[src/rtl/game_pkg.sv]
// game_pkg: shared game types, screen geometry and the coordinate clamp helper
// used by the sprite sequencers.
package game_pkg;

  typedef enum logic [1:0] {
    ALIVE     = 2'd0,
    EXPLODING = 2'd1,
    RESPAWN   = 2'd2,
    DEAD      = 2'd3
  } state_e;

  localparam int SCREEN_W    = 640;
  localparam int SCREEN_H    = 480;
  localparam int SPRITE_SIZE = 32;

  typedef logic [10:0] coord_t;

  // Saturate a signed 12-bit position into [0, hi]; motion never wraps.
  function automatic coord_t clamp_coord(input logic signed [11:0] v, input coord_t hi);
    coord_t r;
    if (v < 12'sd0) begin
      r = 11'd0;
    end else if (v > $signed({1'b0, hi})) begin
      r = hi;
    end else begin
      r = v[10:0];
    end
    return r;
  endfunction

endpackage

[src/rtl/frame_counter.sv]
// frame_counter: per-frame up or saturating-down counter with clear/load and
// a terminal flag raised when the count equals term_val.
module frame_counter #(
  parameter int W  = 7,
  parameter bit UP = 1'b1
) (
  input  logic         clk,
  input  logic         resetN,
  input  logic         clear,
  input  logic         load,
  input  logic [W-1:0] load_val,
  input  logic         step,
  input  logic [W-1:0] term_val,
  output logic [W-1:0] count,
  output logic         terminal
);

  logic [W-1:0] count_r;

  // Count register: clear beats load beats step; down mode holds at zero.
  always_ff @(posedge clk or negedge resetN) begin
    if (!resetN) begin
      count_r <= {W{1'b0}};
    end else if (clear) begin
      count_r <= {W{1'b0}};
    end else if (load) begin
      count_r <= load_val;
    end else if (step) begin
      if (UP) begin
        count_r <= count_r + {{(W-1){1'b0}}, 1'b1};
      end else if (count_r != {W{1'b0}}) begin
        count_r <= count_r - {{(W-1){1'b0}}, 1'b1};
      end else begin
        count_r <= count_r;
      end
    end else begin
      count_r <= count_r;
    end
  end

  assign count    = count_r;
  assign terminal = (count_r == term_val);

endmodule

[src/rtl/spaceship_ctrl.sv]
// spaceship_ctrl: frame-locked player ship sequencer (position, lives, explosion,
// shots). Define SPACESHIP_AUTOFIRE_EN to re-arm a shot every frame fireKey is held.
module spaceship_ctrl
  import game_pkg::*;
#(
  parameter int INIT_X         = 304,
  parameter int Y_POS          = 440,
  parameter int SPEED          = 4,
  parameter int X_MAX          = SCREEN_W - SPRITE_SIZE,
  parameter int LIVES          = 3,
  parameter int EXPLODE_FRAMES = 32,
  parameter int RESPAWN_FRAMES = 64,
  parameter int FIRE_COOLDOWN  = 16
) (
  input  logic        clk,
  input  logic        resetN,
  input  logic        startOfFrame,
  input  logic        leftKey,
  input  logic        rightKey,
  input  logic        fireKey,
  input  logic        collision,
  output logic [10:0] topLeftX,
  output logic [10:0] topLeftY,
  output logic        visible,
  output logic        exploding,
  output logic        shotRequest,
  output logic [2:0]  livesLeft,
  output logic        gameOver
);

  localparam int TIMER_W = $clog2((EXPLODE_FRAMES > RESPAWN_FRAMES) ? EXPLODE_FRAMES : RESPAWN_FRAMES) + 1;
  localparam int CD_W    = $clog2(FIRE_COOLDOWN + 1);
  localparam logic signed [11:0] SPEED_S = 12'(SPEED);

  state_e state_r, state_nxt_s;
  coord_t x_r, x_nxt_s, x_move_s;
  logic signed [11:0] dx_s;
  logic [2:0] lives_r, lives_nxt_s;
  logic hit_r, hit_nxt_s, fire_pend_r, fire_pend_nxt_s, fire_d_r;
  logic fire_set_s, fire_req_s, fire_now_s;
  logic shot_r, shot_nxt_s, visible_r, visible_nxt_s;
  logic exploding_r, exploding_nxt_s, game_over_r, game_over_nxt_s;
  logic timer_clr_s, timer_step_s, timer_term_s;
  logic [TIMER_W-1:0] timer_cnt_s, timer_inc_s, timer_end_s;
  logic cd_load_s, cd_step_s, cd_ready_s;
  logic [CD_W-1:0] cd_cnt_s;

  frame_counter #(.W(TIMER_W), .UP(1'b1)) u_timer (
    .clk(clk), .resetN(resetN), .clear(timer_clr_s), .load(1'b0),
    .load_val({TIMER_W{1'b0}}), .step(timer_step_s), .term_val(timer_end_s),
    .count(timer_cnt_s), .terminal(timer_term_s)
  );

  frame_counter #(.W(CD_W), .UP(1'b0)) u_cooldown (
    .clk(clk), .resetN(resetN), .clear(1'b0), .load(cd_load_s),
    .load_val(CD_W'(FIRE_COOLDOWN)), .step(cd_step_s), .term_val({CD_W{1'b0}}),
    .count(cd_cnt_s), .terminal(cd_ready_s)
  );

  assign timer_end_s = (state_r == EXPLODING) ? TIMER_W'(EXPLODE_FRAMES - 1)
                                              : TIMER_W'(RESPAWN_FRAMES - 1);
  assign timer_inc_s = timer_cnt_s + {{(TIMER_W-1){1'b0}}, 1'b1};
  assign cd_step_s   = startOfFrame & (cd_cnt_s != {CD_W{1'b0}});

`ifdef SPACESHIP_AUTOFIRE_EN
  assign fire_set_s = (fireKey & ~fire_d_r) | (startOfFrame & fireKey);
`else
  assign fire_set_s = fireKey & ~fire_d_r;
`endif
  assign fire_req_s = fire_pend_r | fire_set_s;
  assign fire_now_s = fire_req_s & cd_ready_s;

  // Horizontal step: exactly one key moves, both or neither hold position.
  always_comb begin
    dx_s = 12'sd0;
    if (rightKey & ~leftKey) begin
      dx_s = SPEED_S;
    end else if (leftKey & ~rightKey) begin
      dx_s = -SPEED_S;
    end else begin
      dx_s = 12'sd0;
    end
    x_move_s = clamp_coord($signed({1'b0, x_r}) + dx_s, coord_t'(X_MAX));
  end

  // Life-cycle FSM; every state change is gated by the frame strobe.
  always_comb begin
    state_nxt_s     = state_r;
    x_nxt_s         = x_r;
    lives_nxt_s     = lives_r;
    hit_nxt_s       = hit_r | (collision & (state_r == ALIVE));
    fire_pend_nxt_s = fire_req_s;
    shot_nxt_s      = 1'b0;
    visible_nxt_s   = visible_r;
    exploding_nxt_s = exploding_r;
    game_over_nxt_s = game_over_r;
    timer_clr_s     = 1'b0;
    timer_step_s    = 1'b0;
    cd_load_s       = 1'b0;
    if (startOfFrame) begin
      hit_nxt_s = 1'b0;
      case (state_r)
        ALIVE: begin
          if (hit_r | collision) begin
            lives_nxt_s     = lives_r - 3'd1;
            state_nxt_s     = EXPLODING;
            timer_clr_s     = 1'b1;
            fire_pend_nxt_s = 1'b0;
            exploding_nxt_s = 1'b1;
            visible_nxt_s   = 1'b1;
          end else begin
            x_nxt_s = x_move_s;
            if (fire_now_s) begin
              shot_nxt_s      = 1'b1;
              cd_load_s       = 1'b1;
              fire_pend_nxt_s = 1'b0;
            end else begin
              fire_pend_nxt_s = fire_req_s;
            end
          end
        end
        EXPLODING: begin
          if (timer_term_s) begin
            exploding_nxt_s = 1'b0;
            timer_clr_s     = 1'b1;
            if (lives_r == 3'd0) begin
              state_nxt_s     = DEAD;
              visible_nxt_s   = 1'b0;
              game_over_nxt_s = 1'b1;
            end else begin
              state_nxt_s   = RESPAWN;
              x_nxt_s       = coord_t'(INIT_X);
              visible_nxt_s = 1'b0;
            end
          end else begin
            timer_step_s = 1'b1;
          end
        end
        RESPAWN: begin
          x_nxt_s = x_move_s;
          if (fire_now_s) begin
            shot_nxt_s      = 1'b1;
            cd_load_s       = 1'b1;
            fire_pend_nxt_s = 1'b0;
          end else begin
            fire_pend_nxt_s = fire_req_s;
          end
          if (timer_term_s) begin
            state_nxt_s   = ALIVE;
            visible_nxt_s = 1'b1;
            timer_clr_s   = 1'b1;
          end else begin
            timer_step_s  = 1'b1;
            visible_nxt_s = timer_inc_s[2];
          end
        end
        DEAD: begin
          state_nxt_s = DEAD;
        end
        default: begin
          state_nxt_s = ALIVE;
        end
      endcase
    end else begin
      state_nxt_s = state_r;
    end
  end

  // State and registered outputs.
  always_ff @(posedge clk or negedge resetN) begin
    if (!resetN) begin
      state_r     <= ALIVE;
      x_r         <= coord_t'(INIT_X);
      lives_r     <= 3'(LIVES);
      hit_r       <= 1'b0;
      fire_pend_r <= 1'b0;
      fire_d_r    <= 1'b0;
      shot_r      <= 1'b0;
      visible_r   <= 1'b1;
      exploding_r <= 1'b0;
      game_over_r <= 1'b0;
    end else begin
      state_r     <= state_nxt_s;
      x_r         <= x_nxt_s;
      lives_r     <= lives_nxt_s;
      hit_r       <= hit_nxt_s;
      fire_pend_r <= fire_pend_nxt_s;
      fire_d_r    <= fireKey;
      shot_r      <= shot_nxt_s;
      visible_r   <= visible_nxt_s;
      exploding_r <= exploding_nxt_s;
      game_over_r <= game_over_nxt_s;
    end
  end

  assign topLeftX    = x_r;
  assign topLeftY    = 11'(Y_POS);
  assign visible     = visible_r;
  assign exploding   = exploding_r;
  assign shotRequest = shot_r;
  assign livesLeft   = lives_r;
  assign gameOver    = game_over_r;

endmodule

[config.mk]
export PLATFORM = sky130hd
export DESIGN_NAME = spaceship_ctrl
export DESIGN_NICKNAME = d
export VERILOG_FILES = /design/src/rtl/game_pkg.sv /design/src/rtl/frame_counter.sv /design/src/rtl/spaceship_ctrl.sv
export SDC_FILE = /design/constraint.sdc
export NUM_CORES = 1
export LEC_CHECK = 0
export CAP_MARGIN = 20
export CELL_PAD_IN_SITES_DETAIL_PLACEMENT = 1
export CELL_PAD_IN_SITES_GLOBAL_PLACEMENT = 1
export CORE_MARGIN = 8
export CORE_UTILIZATION = 46
export DETAILED_ROUTE_END_ITERATION = 12
export GPL_TIMING_DRIVEN = 1
export PLACE_DENSITY_LB_ADDON = 0.1
export SETUP_SLACK_MARGIN = 0.15
export SYNTH_ARGS = -nofsm -noshare
export SYNTH_HDL_FRONTEND = slang
export SYNTH_HIERARCHICAL = 1
export SYNTH_SLANG_ARGS = --single-unit
[constraint.sdc]
create_clock -name clk -period 7.6 [get_ports clk]
set_input_delay 1.52 -clock clk [delete_from_list [all_inputs] [get_ports clk]]
set_output_delay 1.52 -clock clk [all_outputs]
set_load 0.02 [all_outputs]
==> results of run 1 <==
[cells in the final DEF (no fill, tap or decap), drive strengths merged, types with 4 or more instances in the layout]
cell type and count:
ha 13, dfrtp 27, clkdlybuf4s50 22, nor4 4, a311oi 4, xor2 13, nand3 8, nor2 19
xnor2 15, a21o 4, nand4 5, conb 47, clkbuf 7, o21ai 11, a211oi 5, nand2 19
and3 6, nor3 12, inv 19, dfstp 6, or3 4, a21oi 16, a2111oi 6
[final timing paths]
path / from / to / slack, ns
min in group asynchronous: resetN / u_cooldown/count[1] / 1.65
max in group asynchronous: resetN / visible / 5.61
setup / recovery: leftKey / topLeftX[4] / 2.92
hold reg to reg: gameOver / gameOver / 0.49
setup reg to reg: state_r[1] / topLeftX[6] / 4.22
hold / removal: gameOver / gameOver / 0.49
[per-stage QoR]
stage	hold slack [ns]	total power [W]	area [um^2]	instances
finish	0.4901	0.0009036	3105	426
global route	0.5219	0.0009801	3105	426
CTS	0.4963	0.0009120	3098	425
detailed placement	0.4658	0.0007798	3015	417
global placement	0.4753	0.0007671	3015	417
floorplan	0.4644	0.0006479	2883	346
[power by group through the flow]
stage	Clock, W	Sequential [W]	Combinational [W]
floorplan	0	0.000314	0.000334
CTS	0.000131	0.000320	0.000462
global route	0.000136	0.000331	0.000513
detailed placement	0	0.000322	0.000457
global placement	0	0.000320	0.000447
finish	0.000125	0.000320	0.000458
[final cells by class]
type,instances,area (um^2)
Fill cell,725,2710
Inverter,19,71.32
Timing Repair Buffer,25,242.7
Clock buffer,6,72.57
Tap cell,75,93.84
Clock inverter,2,10.01
Sequential cell,33,833.3
Multi-Input combinational cell,266,1782
[logic make-up after synthesis]
logic type      Yosys count  synth area share [%]
other cells               2                0.2767
xor+xnor                 28                 9.313
mux                       2                0.8298
buf+inv                  47                 9.865
simple gates             94                 19.27
fa+ha+maj                13                 5.994
compound gates           82                 23.74
flops                    33                 30.71
[worst max-delay path: cells and delay by family]
| family | cells | cell delay, ns |
|---|---|---|
| buffers and inverters | 1 | 0.49 |
| xor gates and xnor gates | 1 | 0.16 |
| AOI/OAI and AO/OA | 5 | 1.25 |
| and+or+nand+nor | 2 | 0.40 |
| adders and majority gates | 2 | 1.07 |
[state kept, by name, summed over array words and instances, names as in the netlist, 2 cells and up]
name and flops:
topLeftX 9, u_cooldown/count 5, u_timer/count 7, state_r 2, livesLeft 3
[layer usage]
layer | part of all wire, % | global-route usage (%)
met1 | 46 | 19.38
met2 | 49 | 26.21
met3 | 3.2 | 2.670
met4 | 1.8 | 5.906
met5 | 0 | 0
==> flow_summary.toml, run 1 <==
[run_status]
status = "complete, no violations"

[cts]
cts_tree = "done"
hold_buffers = 0
clkSinkCount = 33
cts_root_buf = "clkbuf_8"
htree_num_levels = 2
ctsLongestPathBuffers = 2
clkSlewWorstSetupHoldPaths_ns = 0.07
cts_buffers = 5
post_cts_resized = 0
post_cts_buffers = 0
worstSkewPairLatency_ns = 0.28

[power]
p_per_area_nw_per_um2 = 291.0
internal_power_w = 0.0005001
vdd.ir_drop.worst_mv = 0.2044
p_seq_share_pct = 35.4
sw_frac_of_total_pct = 44.66
comb_power_share_pct = 50.7
power.leakage_nw = 1.359
p_sw_w = 0.0004035
p_clk_share_pct = 13.9

[logic_synthesis]
synth_cells = 301
synth_area_um2 = 2714
synthMostInstantiatedCell = "dfrtp_1"
synthTopCellsByCount = "dfrtp_1, nand2_1, nor2_1"
synth_top_area_share_pct = 24.90
synth_seq_cells = 33
synth_edf_count = 0
synth_largest_area_cell = "dfrtp_1"
yosys_warnings = 6
synth_async_sr_flop_share_pct = 100.0
synthTopCellsByArea = "dfrtp_1, ha_1, dfstp_2, xnor2_1, xor2_1"
synth_top_flop_cell = "dfrtp_1"
synth_cell_types = 72
synth_seq_area_share_pct = 30.71
avgSynthCellArea_um2 = 9.016

[placed_design]
port_buffers = 22
post-dp-hpwl_mm = 4.917
place_ws_ns = 2.620
gp_congestion = 0.7837

[timing]
tns_ns = 0
max_freq_ghz = 0.2135
max_slew_margin_pct = 37.16
hold_violations = 0
fin_skew_ns = 0.003003
rsz0062_at_grt = "false"
fin_crit_sh_pct = 61.64
tightest_slew_ns = 0.9427
fin_ws_ns = 2.915
setup_violations = 0
finalMaxSlewViolations = 0
period_minus_slack_ns = 4.685

[global_route]
antenna_found_initial = 0
grt_overflow = 0
grt_pass1_wl_mm = 11.21
grt_pass1_vias = 2382
grt_max_degree = 34
grt.total_usage_pct = 15.58

[min_path]
hold_path.class = "register to register"
min_path_cells = 1

[detailed_routing]
drc_errors = 0
drtIter0Drc = 48
totalWireLength_mm = 6.477
first_pass_iters = 4
wl_per_cell_um = 15.20
vias = 2335
ant_nets = 0
viasPerCell = 5.481

[die]
pin_count = 36
die_width_um = 92.81
initial_core_util_pct = 46.67
rows = 28
fp.dieArea_um2 = 8614
coreArea_um2 = 5816
die_h_um = 92.81

[worst_setup_path]
cp_cell_sequence = "clkdlybuf4s50_1 -> ha_1 -> xor2_1 -> ha_1 -> and4b_1 -> a2111oi_2 -> nand4_1 -> o211ai_2 -> o311ai_2 -> a2111oi_2 -> o22a_1"
cp_slowest_cell = "ha_1"
worstSetupEndpointType = "register"
crit_arrival_ns = 4.91
startpoint_type = "input pin"
reg2regPathDepth = 10
cp_max_fo = 25
worstPathRequired_ns = 7.83
critical_path_class = "input pin to register"
critPathMaxStageDelay_ns = 0.78

[final_layout]
num_antenna_cells = 0
nets = 370
drive_gt1_share_pct = 11.11
area_delta_synth_final_pct = 14.43
post-route-util_pct = 53.40

[run]
drv_cap = 0
No activity file was read; power rests on OpenSTA's default activity.
==> run 2: changes to the inputs <==
--- a/config.mk
+++ b/config.mk
@@ -9,7 +9,7 @@
 export CELL_PAD_IN_SITES_DETAIL_PLACEMENT = 1
 export CELL_PAD_IN_SITES_GLOBAL_PLACEMENT = 1
 export CORE_MARGIN = 8
-export CORE_UTILIZATION = 46
+export CORE_UTILIZATION = 43
 export DETAILED_ROUTE_END_ITERATION = 12
 export GPL_TIMING_DRIVEN = 1
 export PLACE_DENSITY_LB_ADDON = 0.1
==> constraint.sdc (replaced) <==
create_clock -name clk -period 4.79 [get_ports clk]
set_input_delay 0.958 -clock clk [delete_from_list [all_inputs] [get_ports clk]]
set_output_delay 0.958 -clock clk [all_outputs]
set_load 0.02 [all_outputs]
==> run 2 against run 1 <==
Against the previous run:
- critical path depth rose by 2
- critical endpoint is now topLeftX[6]
- sequential share of layout area fell by 0.18 points
- count of clock-buffer cells in the layout rose by 1
- largest power group unchanged
==> flow_summary.toml, run 2 (same netlist as run 1, synthesis figures left out) <==
[cts]
ctsLongestPathBuffers = 2
clkSinkCount = 33
clkSlewWorstSetupHoldPaths_ns = 0.07
hold_buffers = 0
post_cts_resized = 0
htree_num_levels = 2
worstSkewPairLatency_ns = 0.28
post_cts_buffers = 0
cts_buffers = 5
cts_root_buf = "clkbuf_8"
cts_tree = "done"

[final_layout]
area_delta_synth_final_pct = 15.21
num_antenna_cells = 0
mostFrequentLayoutCells = "conb_1, dfrtp_1, clkdlybuf4s50_1"
largest_reg_flops = 9
nets = 372
drive_gt1_share_pct = 11.36
layout_commonest_cell = "conb_1"

[worst_setup_path]
r2r-start = "state_r[1]"
worstSetupEndpointType = "register"
cp_max_fo = 7
startpoint_type = "input pin"
critical_path_class = "input pin to register"
crit_arrival_ns = 3.98
reg2reg_slack_ns = 1.78
worstPathRequired_ns = 4.97
startpoint = "rightKey"

[power]
power.leakage_nw = 1.369
vdd.ir_drop.worst_mv = 0.2284
p_per_area_nw_per_um2 = 465.7

[die]
fp.dieArea_um2 = 9110
die_width_um = 95.45
die_h_um = 95.45
rows = 29
coreArea_um2 = 6241
initial_core_util_pct = 43.48
pin_count = 36

[min_path]
hold_path.class = "register to register"
min-delay-start = "livesLeft[1]"

[timing]
tns_ns = 0
max_freq_ghz = 0.2631
setup_violations = 0
finalMaxSlewViolations = 0
hold_violations = 0
period_minus_slack_ns = 3.801
timing.hold.ws_ns = 0.4965
fin_crit_sh_pct = 79.35
rsz0062_at_grt = "false"
max_slew_margin_pct = 59.75
fin_skew_ns = 0.006334
tightest_slew_ns = 0.6037

[global_route]
antenna_found_initial = 0
grt_pass1_wl_mm = 11.59
grt_pass1_vias = 2341
grt_overflow = 0
grt.total_usage_pct = 15.86
grt_max_degree = 34

[detailed_routing]
ant_nets = 0
wl_per_cell_um = 15.66
totalWireLength_mm = 6.716
vias = 2277
drtIter0Drc = 78
drc_errors = 0
first_pass_iters = 4
viasPerCell = 5.308

[placed_design]
gp_congestion = 0.7867
port_buffers = 22
post-dp-hpwl_mm = 5.065

[run_status]
status = "complete, no violations"

[run]
drv_cap = 0
## run 2: cell types whose count changed in the layout (fill, tap and decap cells not counted), sizes merged
cell	change
buf	+3
clkinv	-2
## run 2: through the flow
step	setup slack, ns	instance area, um^2	total power (W)	instances	utilization (%)
6_report	0.9889	3127	0.001456	429	50.10
5_1_grt	0.7878	3127	0.001572	429	50.10
4_1_cts	0.9949	3127	0.001471	429	50.10
3_5_place_dp	0.7030	3040	0.001247	422	48.72
3_3_place_gp	0.8353	3040	0.001223	422	48.72
2_1_floorplan	1.337	2883	0.001028	346	-
## run 2: metal layers
| layer | global-route usage (%) | wire length (um) |
|---|---|---|
| met4 | 3.841 | 58 |
| met2 | 26.24 | 3193 |
| met1 | 20.81 | 3216 |
| met3 | 2.992 | 247 |
| met5 | 0 | 0 |
## run 2: critical path: stages
cell and delay, ns:
clkdlybuf4s50_1 0.45, inv_1 0.05, ha_1 0.27, inv_1 0.04, ha_1 0.24, ha_1 0.31, and4b_1 0.24, a2111oi_2 0.42
and3_1 0.23, o211ai_2 0.13, a21boi_0 0.31, nor3_1 0.08, a221oi_1 0.25
## run 2: layout make-up
| type | count | area, um^2 |
|---|---|---|
| clock buffers | 7 | 86.33 |
| fillers | 761 | 3114 |
| repair buffers | 27 | 257.7 |
| well taps | 77 | 96.34 |
| inverters | 19 | 71.32 |
| flip-flops and latches | 33 | 833.3 |
| multi-input cells | 266 | 1782 |
## run 2: path summary, 6_finish.rpt
path / endpoint / cells after the start
worst max-delay path: topLeftX[6] / 13
worst max register to register: topLeftX[6] / 11
worst min-delay path: livesLeft[1] / 2
worst min register to register: livesLeft[1] / 2
max in group asynchronous: visible / 2
min in group asynchronous: u_cooldown/count[1] / 2
## run 2: power breakdown
part	switching (W)	leakage [nW]	internal (W)
sequential	0.000142	0.404	0.000371
clock	0.0000991	0.0443	0.000114
combinational	0.000407	0.921	0.000323
total	0.000648	1.37	0.000808
==> run 3: changes to the inputs <==
--- a/config.mk
+++ b/config.mk
@@ -9,7 +9,7 @@
 export CELL_PAD_IN_SITES_DETAIL_PLACEMENT = 1
 export CELL_PAD_IN_SITES_GLOBAL_PLACEMENT = 1
 export CORE_MARGIN = 8
-export CORE_UTILIZATION = 43
+export CORE_UTILIZATION = 38
 export DETAILED_ROUTE_END_ITERATION = 12
 export GPL_TIMING_DRIVEN = 1
 export PLACE_DENSITY_LB_ADDON = 0.1
==> constraint.sdc (replaced) <==
create_clock -name clk -period 3.4 [get_ports clk]
set_input_delay 0.68 -clock clk [delete_from_list [all_inputs] [get_ports clk]]
set_output_delay 0.68 -clock clk [all_outputs]
set_load 0.02 [all_outputs]
==> run 3 against run 2 <==
Against the previous run:
- die area increased by 11%
- first-iteration DRC count down 65%
- total power increased by 55%
- combinational power grew 65%
- final area is 9.6% higher
- largest power group unchanged
- critical path type is now register to register
- wire length grew 4.8%
- worst setup slack worse by 0.53 ns
- critical endpoint unchanged
- non-clock buffer count is 16 higher
==> flow_summary.toml, run 3 (same netlist as run 1, synthesis figures left out) <==
[run_status]
status = "complete, no violations"

[detailed_routing]
drc_errors = 0
drtIter0Drc = 27
wl_per_cell_um = 15.04
viasPerCell = 5.030
totalWireLength_mm = 7.038
vias = 2354
ant_nets = 0
first_pass_iters = 4

[timing]
hold_violations = 0
finalMaxSlewViolations = 0
tns_ns = 0
setup_violations = 0
timing.hold.ws_ns = 0.4970
fin_skew_ns = 0.003717
period_minus_slack_ns = 2.940
tightest_slew_ns = 0.6885
rsz0062_at_grt = "false"
fin_crit_sh_pct = 86.48
max_freq_ghz = 0.3401
fin_ws_ns = 0.4597
max_slew_margin_pct = 54.10

[final_layout]
drive_gt1_share_pct = 19.24
area_delta_synth_final_pct = 26.33
mostFrequentLayoutCells = "conb_1, dfrtp_1, buf_4"
nets = 388
largest_reg_flops = 9
fill_cells = 864
num_antenna_cells = 0
layout_commonest_cell = "conb_1"
fin_area_um2 = 3428
finalNonFillerCells = 468

[worst_setup_path]
crit_arrival_ns = 3.13
crit_top_cell = "inv_1"
critical-path-top-delay-family = "compound AO/OA/AOI/OAI gates"
cp_max_fo = 9
critPathMaxStageDelay_ns = 0.59
cp_slowest_cell = "a2111o_2"
worstPathRequired_ns = 3.59
worstSetupEndpointType = "register"
critical_path_class = "register to register"
cp_cell_sequence = "inv_1 -> ha_1 -> inv_1 -> xor2_1 -> nor4_2 -> o21ai_0 -> a2111o_2 -> nor3_4 -> a21oi_1 -> a221oi_2"
startpoint_type = "register"
path_buf_inv = 2

[cts]
cts_buffers = 5
cts_tree = "done"
ctsLongestPathBuffers = 2
htree_num_levels = 2
clkSlewWorstSetupHoldPaths_ns = 0.07
hold_buffers = 0
worstSkewPairLatency_ns = 0.28
cts_root_buf = "clkbuf_8"
clkSinkCount = 33

[global_route]
grt_max_degree = 34
grt.total_usage_pct = 14.46
grt_pass1_vias = 2447
grt_overflow = 0
antenna_found_initial = 0
grt_pass1_wl_mm = 11.89

[power]
p_per_area_nw_per_um2 = 660.2
internal_power_w = 0.001266
p_clk_share_pct = 14.8
power.leakage_nw = 1.489
comb_power_share_pct = 52.8
sw_frac_of_total_pct = 44.07
vdd.ir_drop.worst_mv = 0.3474
p_sw_w = 0.0009974
p_seq_share_pct = 32.4

[die]
die_h_um = 100.5
fp.dieArea_um2 = 10100
initial_core_util_pct = 38.23
coreArea_um2 = 7098
pin_count = 36
die_width_um = 100.5
rows = 31

[placed_design]
gp_congestion = 0.7496
place_inst = 458
place_ws_ns = -0.2852
post-dp-hpwl_mm = 5.112
place_area_um2 = 3173
port_buffers = 22

[run]
drv_cap = 0

[min_path]
hold_path.class = "register to register"
-- run 3: cell types whose count changed in the layout (fill, tap and decap cells not counted), moves of 2 or more --
cell	change
dlymetal6s2s_1	+2
buf_4	+16
ha_1	-2
ha_4	+2
clkdlybuf4s50_1	-2
-- run 3: final cells by class --
type | instances | area (um^2) | share of cell area, %
clock inverter | 1 | 5.005 | 0.1460
timing repair buffer | 43 | 382.9 | 11.17
tap | 99 | 123.9 | 3.613
clock buffer | 7 | 96.34 | 2.810
sequential | 33 | 833.3 | 24.31
inverter | 19 | 71.32 | 2.080
multi-input combinational | 266 | 1916 | 55.88
-- run 3: stage by stage --
step | total power, W | util, %
after global placement | 0.001792 | 44.70
after global routing | 0.002434 | 48.30
after floorplan | 0.001448 | -
final | 0.002263 | 48.30
after detailed placement | 0.001814 | 44.70
after CTS | 0.002203 | 46.84
-- run 3: repair_timing --
action,4_1_cts,5_1_grt
gates resized for setup,8,16
endpoints found under the setup margin,8,8
buffers inserted,0,2
pin swaps,2,14
-- run 3: worst reg2reg max path: cells and delay by family (launching register included) --
kind | cells | cell delay (ns)
buf+inv | 2 | 0.27
simple gates | 2 | 0.62
xor+xnor | 1 | 0.17
compound gates | 4 | 1.06
flops | 1 | 0.41
fa+ha+maj | 1 | 0.33
-- run 3: layer usage --
layer  GRT usage (%)  vias to the layer above  wire length [um]  share of wire (%)
met5               0                        -                 0                  0
met4           3.488                        0               102                1.4
met3           2.486                       11               180                2.6
met2           26.21                       27              3466                 49
met1           17.14                     1140              3289                 47
li1                -                     1176                 -                  -
-- run 3: worst paths after layout --
kind | startpoint | endpoint | slack, ns | cells past startpoint
max | state_r[1] | topLeftX[6] | 0.46 | 10
min | gameOver | gameOver | 0.50 | 1
max reg2reg | state_r[1] | topLeftX[6] | 0.46 | 10
min reg2reg | gameOver | gameOver | 0.50 | 1
max in group asynchronous | resetN | topLeftX[4] | 2.24 | 2
min in group asynchronous | resetN | u_cooldown/count[0] | 0.80 | 2
-- run 3: power groups by stage --
stage / clock [W] / sequential (W) / combinational, W
after floorplan: 0 / 0.000702 / 0.000746
after global placement: 0 / 0.000719 / 0.00107
after detailed placement: 0 / 0.000728 / 0.00109
after CTS: 0.000345 / 0.000726 / 0.00113
after global routing: 0.000366 / 0.000755 / 0.00131
final: 0.000334 / 0.000734 / 0.00120
